==> src/rtl/abc_seq_arbiter.sv <==
// Round-robin arbiter that shares one a/b/c handshake resource between NREQ requesters.
// Define ABC_SEQ_ASSERT_EN to compile the embedded protocol assertions.
module abc_seq_arbiter #(
  parameter int NREQ  = 4,
  parameter int B_LEN = 2,
  localparam int IW   = (NREQ > 1) ? $clog2(NREQ) : 1,
  localparam int CW   = (B_LEN > 0) ? $clog2(B_LEN + 1) : 1
) (
  input  logic            clock,
  input  logic            reset,
  input  logic [NREQ-1:0] req,
  output logic [NREQ-1:0] grant,
  output logic            a,
  output logic            b,
  output logic            c,
  output logic            busy,
  output logic            done,
  output logic [IW-1:0]   done_id
);

  typedef enum logic [1:0] {
    IDLE     = 2'd0,
    START    = 2'd1,
    BURST    = 2'd2,
    COMPLETE = 2'd3
  } state_e;

  state_e          state_q, state_d;
  logic [CW-1:0]   cnt_q, cnt_d;
  logic [IW-1:0]   ptr_q, ptr_d;
  logic [IW-1:0]   gidx_q, gidx_d;
  logic [NREQ-1:0] grant_q, grant_d;
  logic            a_q, a_d;
  logic            b_q, b_d;
  logic            c_q, c_d;
  logic            busy_q, busy_d;
  logic            done_q, done_d;
  logic [IW-1:0]   done_id_q, done_id_d;

  // In COMPLETE the pointer is already moving to the granted index, so arbitrate from there.
  logic [IW-1:0]     arb_ptr;
  logic [2*NREQ-1:0] req_dbl;
  logic [NREQ-1:0]   req_rot;
  logic              arb_found;
  logic [IW-1:0]     arb_idx;

  assign arb_ptr = (state_q == COMPLETE) ? gidx_q : ptr_q;
  assign req_dbl = {req, req};

  always_comb begin
    req_rot = req_dbl[NREQ-1:0];
    if (int'(arb_ptr) + 1 < NREQ) begin
      req_rot = req_dbl[NREQ-1:0];
      for (int i = 0; i < NREQ; i++) begin
        req_rot[i] = req_dbl[i + int'(arb_ptr) + 1];
      end
    end
  end

  // Lowest set bit of the rotated vector is the closest requester after the pointer.
  always_comb begin
    int unsigned sum;
    arb_found = 1'b0;
    arb_idx   = '0;
    sum       = 0;
    for (int i = NREQ - 1; i >= 0; i--) begin
      if (req_rot[i]) begin
        arb_found = 1'b1;
        sum       = int'(arb_ptr) + 1 + i;
        if (sum >= NREQ) begin
          sum = sum - NREQ;
        end
        arb_idx   = IW'(sum);
      end
    end
  end

  always_comb begin
    state_d = state_q;
    cnt_d   = cnt_q;
    ptr_d   = ptr_q;
    gidx_d  = gidx_q;
    case (state_q)
      IDLE: begin
        if (arb_found) begin
          state_d = START;
          gidx_d  = arb_idx;
        end
      end
      START: begin
        cnt_d   = CW'(B_LEN - 1);
        state_d = BURST;
      end
      BURST: begin
        if (cnt_q != '0) begin
          cnt_d = cnt_q - 1'b1;
        end else begin
          state_d = COMPLETE;
        end
      end
      COMPLETE: begin
        ptr_d = gidx_q;
        if (arb_found) begin
          state_d = START;
          gidx_d  = arb_idx;
        end else begin
          state_d = IDLE;
        end
      end
      default: state_d = IDLE;
    endcase
  end

  // Outputs are decoded from the next state so every port comes straight from a flop.
  always_comb begin
    a_d       = (state_d == START);
    b_d       = (state_d == BURST);
    c_d       = (state_d == COMPLETE);
    busy_d    = (state_d != IDLE);
    done_d    = (state_d == COMPLETE);
    done_id_d = (state_d == COMPLETE) ? gidx_d : '0;
    grant_d   = '0;
    if (state_d != IDLE) begin
      grant_d = NREQ'(1) << gidx_d;
    end
  end

  always_ff @(posedge clock) begin
    if (reset) begin
      state_q   <= IDLE;
      cnt_q     <= '0;
      ptr_q     <= IW'(NREQ - 1);
      gidx_q    <= '0;
      grant_q   <= '0;
      a_q       <= 1'b0;
      b_q       <= 1'b0;
      c_q       <= 1'b0;
      busy_q    <= 1'b0;
      done_q    <= 1'b0;
      done_id_q <= '0;
    end else begin
      state_q   <= state_d;
      cnt_q     <= cnt_d;
      ptr_q     <= ptr_d;
      gidx_q    <= gidx_d;
      grant_q   <= grant_d;
      a_q       <= a_d;
      b_q       <= b_d;
      c_q       <= c_d;
      busy_q    <= busy_d;
      done_q    <= done_d;
      done_id_q <= done_id_d;
    end
  end

  assign grant   = grant_q;
  assign a       = a_q;
  assign b       = b_q;
  assign c       = c_q;
  assign busy    = busy_q;
  assign done    = done_q;
  assign done_id = done_id_q;

`ifdef ABC_SEQ_ASSERT_EN
  
  

  
  
  
  
  
`endif

endmodule

==> config.mk <==
export PLATFORM = sky130hd
export DESIGN_NAME = abc_seq_arbiter
export DESIGN_NICKNAME = d
export VERILOG_FILES = /design/src/rtl/abc_seq_arbiter.sv
export SDC_FILE = /design/constraint.sdc
export NUM_CORES = 1
export LEC_CHECK = 0
export BUFFER_PORTS_ARGS = -buffer_cell sky130_fd_sc_hd__buf_2
export CORE_MARGIN = 1.5
export CORE_UTILIZATION = 49
export CTS_CLUSTER_SIZE = 30
export DETAILED_ROUTE_END_ITERATION = 7
export PLACE_DENSITY_LB_ADDON = 0.3
export SETUP_SLACK_MARGIN = 0.05
export SYNTH_ARGS = -nofsm -noshare
export SYNTH_HDL_FRONTEND = slang
export SYNTH_SLANG_ARGS = --single-unit
==> constraint.sdc <==
create_clock -name clock -period 2.8 [get_ports clock]
set_input_delay 0.56 -clock clock [delete_from_list [all_inputs] [get_ports clock]]
set_output_delay 0.56 -clock clock [all_outputs]
set_load 0.01 [all_outputs]
==> flow_summary.yaml <==
status:
  status: "complete, but fails checks"
  failed_checks: "negative setup slack"
finish:
  design_area_um2: 1570
  n_fill_cell: 126
  regArea_um2: 365
  nNetsFinal: 160
  fin_cells: 174
  drive_above_1_share_pct: 47.6
  area_delta_synth_final_pct: 44.0
  multi_input_area_um2: 827
  antenna_cells: 0
die:
  start_util_pct: 53.9
  die-height_um: 50.2
  pin_count: 17
  dieArea_um2: 2520
  core_um2: 2020
  die_w_um: 50.2
  core.rowCount: 16
sta:
  clock.fmax_mhz: 350
  worstMarginPinSlew_ps: 445
  hold_slack_ps: 483
  finalCritPeriodShare_pct: 102
  rsz0062_at_grt: "true"
  finalHoldViolCount: 0
  drv_slew: 0
  setup_viol: 6
  fin_ws_ps: -61.0
  fin_worst_skew_ps: 2.33
  finalCriticalPeriod_ps: 2860
  max_slew_margin_pct: 70.3
critical_path:
  crit_start: "state_q[0]"
  crit_path_start_kind: "flop"
  critPathMaxFanout: 6
  reg2reg_from: "state_q[0]"
  critPathCaptureType: "flop"
  critPathRequiredTime_ps: 3050
  path_class: "flop to flop"
  crit_arrival_ps: 3110
global_route:
  antenna_found_initial: 0
  grt_pass1_wl_mm: 3.80
  track_usage_pct: 20.6
  first_global_vias: 861
  grt_max_degree: 11
  gr-total-overflow: 0
min_path:
  hp-start: "cnt_q[0]"
  min_path_type: "flop to flop"
route:
  wire_per_inst_um: 18.4
  vias: 1017
  drc: 0
  first_iter_violations: 17
  detail-route-antenna-nets: 0
  wl_mm: 3.20
  firstDrtPassIters: 4
  post_drt_via_cell_ratio: 5.84
placed_design:
  place_ws_ps: -19.8
  place_inst: 153
  post-dp-hpwl_mm: 1.68
  placed_area_um2: 1280
  port_buffers: 16
  gp_routability_congestion: 0.849
logic_synthesis:
  synth_top_area_share_pct: 33.1
  ys.flop_type: "dfxtp_1"
  avgSynthCellArea_um2: 9.91
  yosysTopAreaCell: "dfxtp_1"
  yosys_warnings: 0
  synth-async-reset-ratio_pct: 0
  synth_area_um2: 1090
  synth_fp_nets: 122
  ys_top_cells_by_count: "dfxtp_1, inv_1, nor2b_1, ha_1, nor2_1"
  yosysUniqueCellTypes: 46
  yosysMostFrequentCell: "dfxtp_1"
  synth-edff-count: 0
  synth_seq_cells: 18
  syn_inst: 110
  synth_area_leaders: "dfxtp_1, ha_1, mux2i_4, nor2b_1, mux2i_1"
  ys_seq_area_share_pct: 33.1
clock_network:
  cts_inserted_buffers: 3
  cts_root_buf: "clkbuf_4"
  cts_tree: "yes"
  clk_pin_slew_ps: 100
  h-tree-depth: 1
  numClockSinks: 18
  clk_latency_ps: 300
  cts_buffer_depth: 2
  cts.hold.buffers_added: 0
power_and_ir_drop:
  peakVddDrop_v: 0.000952
  power.density_nw_per_um2: 1360
  finalPower_mw: 2.13
  p_leak_nw: 0.663
job:
  cap_violations: 0
[power breakdown]
| group | switching (mW) | internal (mW) |
|---|---|---|
| logic | 0.763 | 0.781 |
| clock network | 0.0848 | 0.0795 |
| registers | 0.0665 | 0.352 |
| total | 0.914 | 1.21 |
[sequential cells by signal (all words and copies together), names as in the netlist]
signal and flops:
grant 4, ptr_q 2, a 1, done_id 2
busy 1, cnt_q 2, done 1, state_q 2
gidx_q 2, b 1
[cell usage in the layout (no fill, tap or decap), types with 3 or more instances in the layout]
cell type and count:
nor2_1 6, nor3_1 3, clkbuf_4 3, ha_1 4, buf_4 16, buf_2 16, inv_1 8, o211ai_1 5
mux2i_1 4, dfxtp_1 16, nor2b_1 7
[repair_timing]
action	4_1_cts	5_1_grt
hold endpoints to repair	0	0
resized for setup	3	15
endpoints found under the setup margin	6	8
pin swaps	4	7
gates cloned	0	1
buffers inserted	4	12
[kinds of logic after synthesis]
group	count (synthesis)	share of synthesized area, %
adders and majority gates	6	6.89
buffers and inverters	14	6.09
muxes	7	9.18
and+or+nand+nor	36	22.2
AOI/OAI and AO/OA	29	22.6
DFF	18	33.1
[per-layer routing]
| layer | vias to the layer above | track usage [%] | routed length [µm] |
|---|---|---|---|
| met5 | - | 0 | 0 |
| met4 | 0 | 11.1 | 92 |
| met3 | 12 | 5.36 | 170 |
| met2 | 45 | 30.9 | 1550 |
| met1 | 482 | 26.7 | 1380 |
| li1 | 478 | - | - |
[final timing paths]
check	end	cells past startpoint	slack, ps
setup / recovery	grant[1]	13	-60
hold reg to reg	cnt_q[0]	1	480
setup reg to reg	grant[1]	13	-60
hold / removal	cnt_q[0]	1	480
[final cells by class]
cell class | count | share of cell area, %
clock buffer | 4 | 2.31
sequential | 18 | 23.3
timing repair buffer | 36 | 16.7
inverter | 11 | 2.79
multi-input combinational | 78 | 52.7
tap | 27 | 2.15
[stage by stage]
| stage | TNS [ps] | util (%) |
|---|---|---|
| after global routing | -1080 | 77.6 |
| after global placement | 0 | 63.3 |
| after detailed placement | -33.5 | 63.3 |
| after CTS | 0 | 67.5 |
| final | -166 | 77.6 |
| after floorplan | -21.2 | - |
[worst max-delay path: stages (launching register included)]
cell and delay, ps:
dfxtp_4 390, ha_4 200, mux2i_4 270, inv_4 80, ha_4 210, buf_8 140, nor4_4 400, a221oi_4 80
nor4_4 340, buf_6 190, o21bai_4 80, o41ai_4 80, buf_4 180, and3b_1 170
Note: power is estimated with default switching activity, not from simulation.
